`src/rtl/sequential_subtractor_64bit_if.sv`:
```
// sequential_subtractor_64bit_if: start/busy/done handshake and operand/result bus of the sequential subtractor
interface sequential_subtractor_64bit_if #(
    parameter int WIDTH = 64
);
    logic             start;
    logic [WIDTH-1:0] in1;
    logic [WIDTH-1:0] in2;
    logic             b_in;
    logic             busy;
    logic             done;
    logic [WIDTH-1:0] diff;
    logic             b_out;
    logic             ovf;
    modport master (output start, in1, in2, b_in, input busy, done, diff, b_out, ovf);
    modport slave  (input start, in1, in2, b_in, output busy, done, diff, b_out, ovf);
endinterface

```
`src/rtl/sequential_subtractor_64bit.sv`:
```
// sequential_subtractor_64bit: diff = in1 - in2 - b_in, one SLICE-bit ripple-borrow slice per clock, LSB first
module sequential_subtractor_64bit #(
    parameter int WIDTH = 64,
    parameter int SLICE = 16
) (
    input logic                          clk,
    input logic                          rst_n,
    sequential_subtractor_64bit_if.slave bus
);
    localparam int NSLICE = WIDTH / SLICE;
    localparam int CW = NSLICE > 1 ? $clog2(NSLICE) : 1;
    typedef enum logic [1:0] {IDLE, CALC, DONE} state_t;
    state_t           r_state, w_next;
    logic [CW-1:0]    r_cnt;
    logic [WIDTH-1:0] r_a, r_b, r_diff;
    logic             r_brw, r_b_out, r_ovf;
    logic             w_accept, w_last;
    logic [SLICE:0]   w_slice;
    assign w_accept = bus.start && (r_state != CALC);
    assign w_last   = r_cnt == CW'(NSLICE - 1);
    // MSB of the SLICE+1 bit difference is the borrow into the next slice
    assign w_slice  = {1'b0, r_a[r_cnt*SLICE +: SLICE]} - {1'b0, r_b[r_cnt*SLICE +: SLICE]} - (SLICE+1)'(r_brw);
    always_comb begin
        w_next = r_state;
        if (r_state == CALC) w_next = w_last ? DONE : CALC;
        else w_next = w_accept ? CALC : IDLE;
    end
    always_ff @(posedge clk or negedge rst_n) begin
        if (!rst_n) begin
            r_state <= IDLE;
            r_cnt   <= '0;
            r_a     <= '0;
            r_b     <= '0;
            r_brw   <= 1'b0;
            r_diff  <= '0;
            r_b_out <= 1'b0;
            r_ovf   <= 1'b0;
        end else begin
            r_state <= w_next;
            if (r_state == CALC) begin
                r_diff[r_cnt*SLICE +: SLICE] <= w_slice[SLICE-1:0];
                r_brw <= w_slice[SLICE];
                r_cnt <= r_cnt + 1'b1;
                if (w_last) begin
                    r_b_out <= w_slice[SLICE];
                    r_ovf   <= (r_a[WIDTH-1] != r_b[WIDTH-1]) && (w_slice[SLICE-1] != r_a[WIDTH-1]);
                end
            end else if (w_accept) begin
                r_a   <= bus.in1;
                r_b   <= bus.in2;
                r_brw <= bus.b_in;
                r_cnt <= '0;
            end
        end
    end
    assign bus.busy  = r_state == CALC;
    assign bus.done  = r_state == DONE;
    assign bus.diff  = r_diff;
    assign bus.b_out = r_b_out;
    assign bus.ovf   = r_ovf;
endmodule

```
`src/flat_wrapper.sv`:
```
// flat-port wrapper written by rule: the top's interface ports become plain ports
module sequential_subtractor_64bit_flat 
#(
    parameter int WIDTH = 64,
    parameter int SLICE = 16
)
  (clk, rst_n, bus_start, bus_in1, bus_in2, bus_b_in, bus_busy, bus_done, bus_diff, bus_b_out, bus_ovf);
  sequential_subtractor_64bit_if #(.WIDTH(WIDTH)) bus_i ();
  input logic clk;
  input logic rst_n;
  input wire logic [$bits(bus_i.start)-1:0] bus_start;
  input wire logic [$bits(bus_i.in1)-1:0] bus_in1;
  input wire logic [$bits(bus_i.in2)-1:0] bus_in2;
  input wire logic [$bits(bus_i.b_in)-1:0] bus_b_in;
  output wire logic [$bits(bus_i.busy)-1:0] bus_busy;
  output wire logic [$bits(bus_i.done)-1:0] bus_done;
  output wire logic [$bits(bus_i.diff)-1:0] bus_diff;
  output wire logic [$bits(bus_i.b_out)-1:0] bus_b_out;
  output wire logic [$bits(bus_i.ovf)-1:0] bus_ovf;
  assign bus_i.start = bus_start;
  assign bus_i.in1 = bus_in1;
  assign bus_i.in2 = bus_in2;
  assign bus_i.b_in = bus_b_in;
  assign bus_busy = bus_i.busy;
  assign bus_done = bus_i.done;
  assign bus_diff = bus_i.diff;
  assign bus_b_out = bus_i.b_out;
  assign bus_ovf = bus_i.ovf;
  sequential_subtractor_64bit #(.WIDTH(WIDTH), .SLICE(SLICE)) u_core (.clk(clk), .rst_n(rst_n), .bus(bus_i));
endmodule
```
`config.mk`:
```
export PLATFORM = sky130hd
export DESIGN_NAME = sequential_subtractor_64bit_flat
export DESIGN_NICKNAME = d
export VERILOG_FILES = /design/src/rtl/sequential_subtractor_64bit_if.sv /design/src/rtl/sequential_subtractor_64bit.sv /design/src/flat_wrapper.sv
export SDC_FILE = /design/constraint.sdc
export NUM_CORES = 1
export LEC_CHECK = 0
export ABC_AREA = 1
export BUFFER_PORTS_ARGS = -buffer_cell sky130_fd_sc_hd__buf_2
export CORE_MARGIN = 8
export CORE_UTILIZATION = 40
export CTS_BUF_LIST = sky130_fd_sc_hd__clkbuf_4 sky130_fd_sc_hd__clkbuf_8
export DETAILED_ROUTE_END_ITERATION = 12
export PLACE_DENSITY_LB_ADDON = 0.2
export SETUP_SLACK_MARGIN = 0.3
export SLEW_MARGIN = 30
export SYNTH_ARGS = -nofsm -noshare
export SYNTH_HDL_FRONTEND = slang
export SYNTH_SLANG_ARGS = --single-unit
```
`constraint.sdc`:
```
create_clock -name clk -period 5 [get_ports clk]
set_input_delay 0.75 -clock clk [delete_from_list [all_inputs] [get_ports clk]]
set_output_delay 0.75 -clock clk [all_outputs]
set_load 0.05 [all_outputs]
```
==> run metrics <==
status=finished, final reports clean; largest net degree at the start of global routing=about 110; CTS tree=done; post-synthesis xor/xnor area fraction=0.0104; Die Y=approximately 170 um; FF-to-FF path depth=16; Layout Utilization=0.475; detailed placer's ending HPWL=just under 20,000 um; RSZ-0062 raised after global routing=no; Post-synth EDFFs=0; Main synth FF type=dfrtp_1; main combinational cell family by area after synthesis=multiplexers; Tmin final=between 3 and 4 ns; Worst Path Buf+Inv=4; die width=171 um; placed cell area=between 10,000 and 15,000 sq um; RD Place Congestion=slightly below 0.9; commonest non-fill, non-tap cell in the layout=nand2_1; final worst path period share=0.717; PortBufs=between 150 and 200; layout cell share with drive strength beyond 1=0.346; number of antenna violations at the first check in global routing=3; Reg-to-Reg Start=u_core.r_cnt[1]; drt total wl=~27,000 um; remaining antenna violation count after routing=0; vias in the first global route=7,572; register area share after synthesis=0.517; Worst Path Required=between 5 and 6 ns; gr usage total=0.181; Crit path arrival time=about 4 ns; count of final max-slew check failures=0; syn_nets=between 1k and 1.5k; Simple-Gate Fraction of Synth Area=0.143; Largest delay share family, worst path=buffers and inverters; Rel. slew slack=0.388; mux share of post-synthesis cell area=0.148; combined area of all synthesized cells=9640 sq um; Core ar.=roughly 24,000 sq um; clock slew at reported path FFs=between 0.1 and 0.15 ns; Worst setup EP type=flip-flop; most frequent cells in the layout=220 x nand2_1, 198 x buf_2, 198 x dfrtp_1; f_max=roughly 280 MHz; Rows=between 50 and 60; GRT Residual Overflow=0; clock sinks=slightly below 200; distinct cell type count after synthesis=38; # nets final=~1.3k; Post-Syn Area per Cell=around 10 sq um; R2R setup slack=roughly 1.4 ns; PostCTS Resize Cnt=0; diode count=0; Pre-Repair DR Iteration Count=5; routed length per instance=around 18 um; actual slew at the worst max-slew pin=~0.9 ns; slowest CP cell=inv_2; Starting Density=0.402; post-CTS setup buffers=0; clock root buffer master=clkbuf_8; final setup fails=0; minimum hold slack=between 0.3 and 0.4 ns; Max clock buf depth=2; type of origin of the critical path=flip-flop; hold buffer count at CTS=0; Compound-Gate Fraction of Synth Area=0.0863; worst r2r dst=u_core.bus.diff[61]; final instance area=11,400 sq um; max incr delay on CP=a little under 0.5 ns; Syn. warnings=0; # DRC=0; via/cell ratio=5.03; post-synthesis instance total=between 900 and 1k; Worst Path Class, Setup=reg2reg; setup_tns=0 ns; Hold Fails Final Rpt=0; skew final=roughly 0.018 ns; Most Frequent Cell on Critical Path=nand2_1; CP cell instances=inv_2, buf_4, a21oi_1, a32o_1, ha_1, inv_1, ha_1, nand2_1, inv_1, nand2_1, nand2_1, a211oi_1, nand3_1, nand2_1, nand4_1, nand2_1; via count=~7.4k; die area=29,300 sq um; flop and latch count out of synthesis=a little under 200; Synth Area in Adders=0.0470; CTS Buf Count=17; HP Class=in2async; iteration-0 DRC count of the detailed router=about 560; Filler Cell Count=2,334; # H-tree levels=4; first-pass GRT wire length=around 41,000 um; Worst-Skew Late Latency=between 0.4 and 0.5 ns; crit path max fanout=36; Async SR Flop Fraction=1.00; Layout area overhead=18.0%; io pins=200; Maximum Capacitance Violations=0
## final cells by class
type / count / area [sq um] / area share
clock inverters: 11 / 139 / 0.0122
flip-flops and latches: 199 / 4980 / 0.438
repair buffers: 210 / 1100 / 0.0968
multi-input cells: 638 / 4210 / 0.370
inverters: 69 / 259 / 0.0228
clock buffers: 21 / 277 / 0.0243
well taps: 324 / 405 / 0.0356
## flip-flops by register name (all words and copies together) (netlist names)
register          flops
u_core.r_state        2
u_core.r_b           64
u_core.bus.ovf        1
u_core.r_brw          1
u_core.bus.diff      64
u_core.r_a           64
u_core.bus.b_out      1
u_core.r_cnt          2
## through the flow
step | instances | setup WS (ns)
floorplan | 953 | 2.05
global placement | 1440 | 1.47
detailed placement | 1440 | 1.45
CTS | 1472 | 1.40
global route | 1472 | 1.14
finish | 1472 | 1.41
## how the worst max path moves through the flow
stage                               start                  end  depth (start not counted)
after floorplan           u_core.r_cnt[1]         u_core.r_brw                         16
after global placement    u_core.r_cnt[0]         u_core.r_brw                         13
after detailed placement  u_core.r_cnt[0]         u_core.r_brw                         13
after CTS                 u_core.r_cnt[0]         u_core.r_brw                         13
after global routing      u_core.r_cnt[0]  u_core.bus.diff[62]                         17
final                     u_core.r_cnt[1]  u_core.bus.diff[61]                         16
## cells in the mapped netlist, types with 2 or more instances
cell type,count,area (sq um)
a21oi_1,25,125
a22o_1,10,87.6
a31oi_1,3,18.8
a32o_1,15,150
buf_1,8,30.0
buf_2,22,110
clkbuf_1,17,63.8
dfrtp_1,199,4980
fa_1,2,40.0
ha_1,33,413
inv_1,64,240
inv_2,5,18.8
mux2_2,127,1430
nand2_1,221,830
nand2_2,7,43.8
nand3_1,20,100
nand3_2,3,30.0
nand4_1,14,87.6
nor2_1,57,214
nor2_2,3,18.8
nor3_1,3,15.0
o21ai_0,57,285
o21ai_1,2,10.0
o21bai_1,2,15.0
o22ai_1,16,100
xor2_1,3,26.3
xor2_2,4,65.1
## logic make-up after synthesis
logic type | count (synthesis)
AO/OA/AOI/OAI | 135
adder cells (fa/ha/maj) | 35
flip-flops | 199
multiplexers | 127
AND/OR/NAND/NOR | 333
buffers and inverters | 116
XOR/XNOR | 8
## per-layer routing
metal / track usage / part of all wire / up-vias
met4: 0.0541 / 0.018 / 6
met1: 0.241 / 0.46 / 3581
met2: 0.290 / 0.46 / 218
li1: - / - / 3559
met5: 0 / 0.0013 / -
met3: 0.0404 / 0.061 / 33
Power is left out: the tool's default activity adds up to more than one toggle a clock period on the data nets, which glitch-free logic cannot reach.
